===== src/rtl/riscv_ctrl_pkg.sv =====
// Shared encodings for the multicycle RV32I control unit: opcodes, FSM states,
// datapath mux selects and trap causes.
package riscv_ctrl_pkg;

   localparam logic [6:0] OPC_LOAD   = 7'b0000011;
   localparam logic [6:0] OPC_STORE  = 7'b0100011;
   localparam logic [6:0] OPC_BRANCH = 7'b1100011;
   localparam logic [6:0] OPC_JAL    = 7'b1101111;
   localparam logic [6:0] OPC_JALR   = 7'b1100111;
   localparam logic [6:0] OPC_OP_IMM = 7'b0010011;
   localparam logic [6:0] OPC_OP     = 7'b0110011;
   localparam logic [6:0] OPC_LUI    = 7'b0110111;
   localparam logic [6:0] OPC_AUIPC  = 7'b0010111;
   localparam logic [6:0] OPC_SYSTEM = 7'b1110011;

   typedef enum logic [2:0] {
      ST_FETCH     = 3'd0,
      ST_DECODE    = 3'd1,
      ST_EXECUTE   = 3'd2,
      ST_MEM       = 3'd3,
      ST_WRITEBACK = 3'd4,
      ST_TRAP      = 3'd5,
      ST_HALT      = 3'd6
   } state_e;

   localparam logic [1:0] PC_SEL_PLUS4 = 2'b00;
   localparam logic [1:0] PC_SEL_ALU   = 2'b01;
   localparam logic [1:0] PC_SEL_TRAP  = 2'b10;

   localparam logic [1:0] ALU_A_RS1  = 2'b00;
   localparam logic [1:0] ALU_A_PC   = 2'b01;
   localparam logic [1:0] ALU_A_ZERO = 2'b10;

   localparam logic [1:0] ALU_B_RS2 = 2'b00;
   localparam logic [1:0] ALU_B_IMM = 2'b01;

   localparam logic [1:0] WB_ALU = 2'b00;
   localparam logic [1:0] WB_MEM = 2'b01;
   localparam logic [1:0] WB_PC4 = 2'b10;

   localparam logic [1:0] CAUSE_NONE    = 2'b00;
   localparam logic [1:0] CAUSE_ILLEGAL = 2'b01;
   localparam logic [1:0] CAUSE_TIMEOUT = 2'b10;

   // Opcodes that proceed to EXECUTE; SYSTEM is handled separately (halt).
   function automatic logic is_exec_opcode(input logic [6:0] opc);
      logic ok;
      case (opc)
         OPC_LOAD, OPC_STORE, OPC_BRANCH, OPC_JAL, OPC_JALR,
         OPC_OP_IMM, OPC_OP, OPC_LUI, OPC_AUIPC: ok = 1'b1;
         default:                                ok = 1'b0;
      endcase
      return ok;
   endfunction

endpackage


===== src/rtl/mem_wait_timer.sv =====
// Counts cycles spent waiting on mem_ready and flags when the wait limit is hit.
module mem_wait_timer #(
   parameter int MEM_TIMEOUT = 16,
   parameter int TO_W        = 8
) (
   input  logic clk,
   input  logic rst,
   input  logic clear,
   input  logic waiting,
   output logic expired
);

   localparam logic [TO_W-1:0] LIMIT_M1  = (MEM_TIMEOUT > 0) ? TO_W'(MEM_TIMEOUT - 1) : {TO_W{1'b0}};
   localparam logic [TO_W-1:0] COUNT_MAX = {TO_W{1'b1}};

   logic [TO_W-1:0] count_r;
   logic            expired_s;

   // Wait counter; saturates so a disabled timeout never wraps.
   always_ff @(posedge clk) begin
      if (rst) begin
         count_r <= {TO_W{1'b0}};
      end else if (clear) begin
         count_r <= {TO_W{1'b0}};
      end else if (waiting && (count_r != COUNT_MAX)) begin
         count_r <= count_r + TO_W'(1);
      end else begin
         count_r <= count_r;
      end
   end

   // Expire on the wait cycle whose increment would reach the limit.
   always_comb begin
      expired_s = 1'b0;
      if ((MEM_TIMEOUT > 0) && waiting && (count_r == LIMIT_M1)) begin
         expired_s = 1'b1;
      end else begin
         expired_s = 1'b0;
      end
   end

   assign expired = expired_s;

endmodule


===== src/rtl/mc_control_unit.sv =====
// Multicycle RV32I control FSM: sequences fetch/decode/execute/mem/writeback,
// raises traps on illegal opcodes and memory timeouts, and counts cycles/retires.
module mc_control_unit
   import riscv_ctrl_pkg::*;
#(
   parameter int CNT_W       = 32,
   parameter int MEM_TIMEOUT = 16,
   parameter int TO_W        = 8
) (
   input  logic             clk,
   input  logic             rst,
   input  logic [6:0]       opcode,
   input  logic             take_branch,
   input  logic             mem_ready,
   output logic             pc_write,
   output logic [1:0]       pc_sel,
   output logic             ir_write,
   output logic             reg_write,
   output logic             mem_read,
   output logic             mem_write,
   output logic [1:0]       alu_src_a,
   output logic [1:0]       alu_src_b,
   output logic [1:0]       wb_sel,
   output logic             trap,
   output logic [1:0]       trap_cause,
   output logic             halted,
   output logic             retire,
   output logic [CNT_W-1:0] cycle_count,
   output logic [CNT_W-1:0] instret_count
);

   state_e           state_r, next_s;
   logic [1:0]       cause_r;
   logic             set_cause_s;
   logic [1:0]       new_cause_s;
   logic [CNT_W-1:0] cycle_r, instret_r;
   logic             in_wait_s, expired_s;

   assign in_wait_s = (state_r == ST_FETCH) || (state_r == ST_MEM);

   mem_wait_timer #(.MEM_TIMEOUT(MEM_TIMEOUT), .TO_W(TO_W)) u_timer (
      .clk     (clk),
      .rst     (rst),
      .clear   (!in_wait_s || mem_ready),
      .waiting (in_wait_s && !mem_ready),
      .expired (expired_s)
   );

   // State register.
   always_ff @(posedge clk) begin
      if (rst) begin
         state_r <= ST_FETCH;
      end else begin
         state_r <= next_s;
      end
   end

   // Next-state and datapath control decode.
   always_comb begin
      next_s      = state_r;
      set_cause_s = 1'b0;
      new_cause_s = CAUSE_NONE;
      pc_write    = 1'b0;
      pc_sel      = PC_SEL_PLUS4;
      ir_write    = 1'b0;
      reg_write   = 1'b0;
      mem_read    = 1'b0;
      mem_write   = 1'b0;
      alu_src_a   = ALU_A_RS1;
      alu_src_b   = ALU_B_RS2;
      wb_sel      = WB_ALU;
      trap        = 1'b0;
      halted      = 1'b0;
      retire      = 1'b0;
      case (state_r)
         ST_FETCH: begin
            mem_read = 1'b1;
            if (mem_ready) begin
               ir_write = 1'b1;
               next_s   = ST_DECODE;
            end else if (expired_s) begin
               next_s      = ST_TRAP;
               set_cause_s = 1'b1;
               new_cause_s = CAUSE_TIMEOUT;
            end else begin
               next_s = ST_FETCH;
            end
         end
         ST_DECODE: begin
            if (opcode == OPC_SYSTEM) begin
               next_s = ST_HALT;
            end else if (is_exec_opcode(opcode)) begin
               next_s = ST_EXECUTE;
            end else begin
               next_s      = ST_TRAP;
               set_cause_s = 1'b1;
               new_cause_s = CAUSE_ILLEGAL;
            end
         end
         ST_EXECUTE: begin
            case (opcode)
               OPC_OP:                                   begin alu_src_a = ALU_A_RS1;  alu_src_b = ALU_B_RS2; end
               OPC_OP_IMM, OPC_LOAD, OPC_STORE, OPC_JALR: begin alu_src_a = ALU_A_RS1;  alu_src_b = ALU_B_IMM; end
               OPC_LUI:                                  begin alu_src_a = ALU_A_ZERO; alu_src_b = ALU_B_IMM; end
               OPC_AUIPC, OPC_JAL, OPC_BRANCH:           begin alu_src_a = ALU_A_PC;   alu_src_b = ALU_B_IMM; end
               default:                                  begin alu_src_a = ALU_A_RS1;  alu_src_b = ALU_B_RS2; end
            endcase
            if (opcode == OPC_BRANCH) begin
               pc_write = 1'b1;
               pc_sel   = take_branch ? PC_SEL_ALU : PC_SEL_PLUS4;
               retire   = 1'b1;
               next_s   = ST_FETCH;
            end else if ((opcode == OPC_LOAD) || (opcode == OPC_STORE)) begin
               next_s = ST_MEM;
            end else begin
               next_s = ST_WRITEBACK;
            end
         end
         ST_MEM: begin
            if (opcode == OPC_STORE) begin
               mem_write = 1'b1;
            end else begin
               mem_read = 1'b1;
            end
            if (mem_ready) begin
               if (opcode == OPC_STORE) begin
                  pc_write = 1'b1;
                  retire   = 1'b1;
                  next_s   = ST_FETCH;
               end else begin
                  next_s = ST_WRITEBACK;
               end
            end else if (expired_s) begin
               next_s      = ST_TRAP;
               set_cause_s = 1'b1;
               new_cause_s = CAUSE_TIMEOUT;
            end else begin
               next_s = ST_MEM;
            end
         end
         ST_WRITEBACK: begin
            reg_write = 1'b1;
            pc_write  = 1'b1;
            retire    = 1'b1;
            next_s    = ST_FETCH;
            if (opcode == OPC_LOAD) begin
               wb_sel = WB_MEM;
            end else if ((opcode == OPC_JAL) || (opcode == OPC_JALR)) begin
               wb_sel = WB_PC4;
               pc_sel = PC_SEL_ALU;
            end else begin
               wb_sel = WB_ALU;
            end
         end
         ST_TRAP: begin
            trap     = 1'b1;
            pc_write = 1'b1;
            pc_sel   = PC_SEL_TRAP;
            next_s   = ST_FETCH;
         end
         ST_HALT: begin
            halted = 1'b1;
            next_s = ST_HALT;
         end
         default: begin
            next_s = ST_FETCH;
         end
      endcase
   end

   // Trap cause latch and performance counters; HALT freezes the cycle count.
   always_ff @(posedge clk) begin
      if (rst) begin
         cause_r   <= CAUSE_NONE;
         cycle_r   <= {CNT_W{1'b0}};
         instret_r <= {CNT_W{1'b0}};
      end else begin
         cause_r   <= set_cause_s ? new_cause_s : cause_r;
         cycle_r   <= (state_r != ST_HALT) ? cycle_r + CNT_W'(1) : cycle_r;
         instret_r <= retire ? instret_r + CNT_W'(1) : instret_r;
      end
   end

   assign trap_cause    = cause_r;
   assign cycle_count   = cycle_r;
   assign instret_count = instret_r;

endmodule


===== config.mk =====
export PLATFORM = sky130hd
export DESIGN_NAME = mc_control_unit
export DESIGN_NICKNAME = d
export VERILOG_FILES = /design/src/rtl/riscv_ctrl_pkg.sv /design/src/rtl/mem_wait_timer.sv /design/src/rtl/mc_control_unit.sv
export SDC_FILE = /design/constraint.sdc
export NUM_CORES = 1
export LEC_CHECK = 0
export CORE_ASPECT_RATIO = 0.6
export CORE_MARGIN = 8
export CORE_UTILIZATION = 45
export DETAILED_ROUTE_END_ITERATION = 12
export PLACE_DENSITY = 0.76
export SYNTH_ARGS = -nofsm -noshare
export SYNTH_HDL_FRONTEND = slang
export SYNTH_SLANG_ARGS = --single-unit

===== constraint.sdc =====
create_clock -name clk -period 2.1 [get_ports clk]
set_clock_uncertainty 0.2 [all_clocks]
set_input_delay 0.21 -clock clk [delete_from_list [all_inputs] [get_ports clk]]
set_output_delay 0.21 -clock clk [all_outputs]
set_load 0.01 [all_outputs]

==> impl_metrics.yaml <==
power:
  intPower_mw: 2.49
  combPwrFrac_pct: 10.0
  power_frac_clock_pct: 44.2
  power_mw: 3.25
  swShare_pct: 23.4
  switchingPower_uw: 760
  seq_power_share_pct: 45.8
  ir_drop_mv: 0.524
  p_leak_nw: 2.32
  power_density_nw_per_um2: 515
synthesis:
  synth-compound-area-share_pct: 12.5
  synth.mux.area_fraction_pct: 0.818
  synthTopCellsByArea: "dfxtp_1, xor2_1, nor2_1, xnor2_1, nand3_1"
  synthAdderAreaFrac_pct: 0.944
  synthXorXnorAreaFrac_pct: 13.2
  synth_simple_gate_area_share_pct: 29.9
  synth-seq-cells: 77
  synthDistinctLibCells: 57
  synth_top_area_share_pct: 38.8
  yosysWarnings: 0
  synth_cells: 479
  synth_top_family_by_area: "simple AND/OR/NAND/NOR gates"
  ys_seq_area_share_pct: 38.8
  synth_edf_count: 0
  syn-num-nets: 493
  synth_top_area_cell: "dfxtp_1"
  synthFlopType: "dfxtp_1"
  synth_area_um2: 3980
  async_flop_share_pct: 0
  syn_avg_cell_area_um2: 8.30
critical_path:
  reg2reg_depth: 7
  crit_fanout: 6
  arrival_ps: 2420
  worstPathRequired_ps: 2170
  worstSetupPathType: "reg -> reg"
  cp-start-kind: "flip-flop"
  critPathSlowestCell: "a2111o_1"
  critPathMaxStageDelay_ps: 470
  endpoint_kind: "flip-flop"
  path_cells: "buf_6 -> and3b_2 -> nand4_1 -> buf_4 -> a2111o_1 -> or3_4 -> a21oi_2"
global_routing:
  grt_pass1_wl_mm: 20.3
  globalRouteOverflowTotal: 0
  grt.total_usage_pct: 21.0
  grt_max_degree: 50
  antenna_found_initial: 0
  grt_pass1_vias: 3956
clock_network:
  clock_latency_ps: 330
  cts-hold-fix-buffers: 0
  cts_max_path_buffers: 2
  clk_pin_slew_worst_paths_ps: 60
  clockRootBuffer: "clkbuf_16"
  htreeDepth: 3
  tritoncts: "built"
  clkSinkCount: 77
  cts_buffers: 9
detailed_routing:
  vias: 4342
  drt_wl_total_mm: 13.5
  first_iter_violations: 343
  drc_errors: 0
  wl_per_cell_um: 17.4
  dr.pass1.iters: 6
  vias_per_cell: 5.61
  ant_nets: 0
floorplanning:
  num_io_pins: 93
  die_h_um: 88.8
  die_w_um: 137
  rows: 26
  coreArea_um2: 8560
  die_area_um2: 12200
  initial_utilization_pct: 46.5
sta:
  fin_crit_sh_pct: 112
  period_needed_ps: 2350
  fmax_ghz: 0.425
  fin_ws_ps: -254
  fin_hold_ws_ps: 107
  final_hold_viol_count: 0
  rsz0062_at_grt: "true"
  maxSlewViolCount: 0
  setup_viol: 31
  tightest_slew_ps: 619
  max-slew-margin-rel_pct: 58.6
layout:
  final_common_cell: "buf_4"
  drive_gt1_share_pct: 27.9
  area_growth_pct: 58.9
  num_antenna_cells: 0
  finish.instance_area_um2: 6320
  finalNetCount: 671
  final_cell_mix: "buf_4, nor2_1, dfxtp_1, clkdlybuf4s50_1, xor2_1"
placed_design:
  place_congestion: 0.889
  hpwl_mm: 9.22
  dpl_cell_area_um2: 5550
  io_buffers: 91
  dp_slack_ps: -557
min_path:
  hold_depth: 2
  min_path_type: "in -> reg"
outcome:
  status: "finished, violations left"
  violations: "negative setup slack"
flow_run:
  maxCapViolations: 0
[area by class of cell]
type,instances,area (um2)
Sequential cell,77,1550
Tap cell,112,140
Clock buffer,12,256
Fill cell,584,2240
Timing Repair Buffer,193,1710
Multi-Input combinational cell,367,2600
Clock inverter,4,22.5
Inverter,9,33.8
[stage by stage]
| step | util (%) | cells | setup TNS, ps |
|---|---|---|---|
| final | 73.9 | 774 | -2890 |
| after global routing | 73.9 | 774 | -5010 |
| after CTS | 70.8 | 765 | -1130 |
| after detailed placement | 64.9 | 738 | -16050 |
| after global placement | 64.9 | 738 | -14720 |
| after floorplan | - | 479 | -978 |
[critical path, delay by kind of cell, from the launching register on]
family | cells | cell delay, ps
AOI/OAI and AO/OA | 2 | 600
buffers and inverters | 2 | 330
DFF | 1 | 340
and+or+nand+nor | 3 | 810
[registers in the layout, indices dropped and copies added (netlist names)]
register	count
trap_cause	2
instret_count	32
state_r	3
u_timer.count_r	8
cycle_count	32
[layer usage]
layer | vias up | GRT usage (%) | share of wire (%)
met4 | 0 | 5.20 | 1.5
met5 | - | 0 | 0
met2 | 182 | 32.8 | 45
li1 | 2053 | - | -
met1 | 2087 | 28.1 | 45
met3 | 20 | 5.56 | 7.8
[cells by family (layout without fill, tap and decap cells)]
kind of cell,count (synthesis),in the layout
multiplexers,3,3
AND/OR/NAND/NOR,230,230
buffers and inverters,35,218
other,1,1
XOR/XNOR,60,60
AO/OA/AOI/OAI,70,70
flip-flops,77,77
adder cells (fa/ha/maj),3,3
[Yosys cell counts (3+ instances only)]
cell       number
nand2_1        29
clkbuf_1       17
and3_1          8
nor4b_1         3
xor2_1         38
a211oi_1        6
ha_1            3
nand3_1        32
nor2_1         80
o31ai_1         5
a21oi_1        23
o21ai_0        12
or3_1          10
buf_2           6
dfxtp_1        77
or4_1           3
a2111oi_0       4
and4_1          7
nor4_1          3
nand2b_1        5
and2_1          8
nor2b_1         3
nand4_1        22
xnor2_1        22
nor3_1          7
inv_1           9
[power groups by stage]
stage          sequential [mW]  combinational [mW]  clock (mW)
2_1_floorplan             1.52               0.130           0
3_3_place_gp              1.52               0.274           0
3_5_place_dp              1.52               0.279           0
4_1_cts                   1.49               0.290        1.46
5_1_grt                   1.49               0.348        1.53
6_report                  1.49               0.325        1.44
[worst paths after layout]
| path | slack [ps] | to | from |
|---|---|---|---|
| setup reg to reg | -250 | instret_count[30] | state_r[0] |
| hold / removal | 110 | cycle_count[14] | rst |
| hold reg to reg | 300 | trap_cause[1] | trap_cause[1] |
| setup / recovery | -250 | instret_count[30] | state_r[0] |
[timing repair]
item / CTS / global route
pin swaps: 29 / 39
setup endpoints to repair: 53 / 58
cloned: 1 / 1
resized for setup: 85 / 58
setup buffers: 11 / 8
Note: power is estimated with default switching activity, not from simulation.
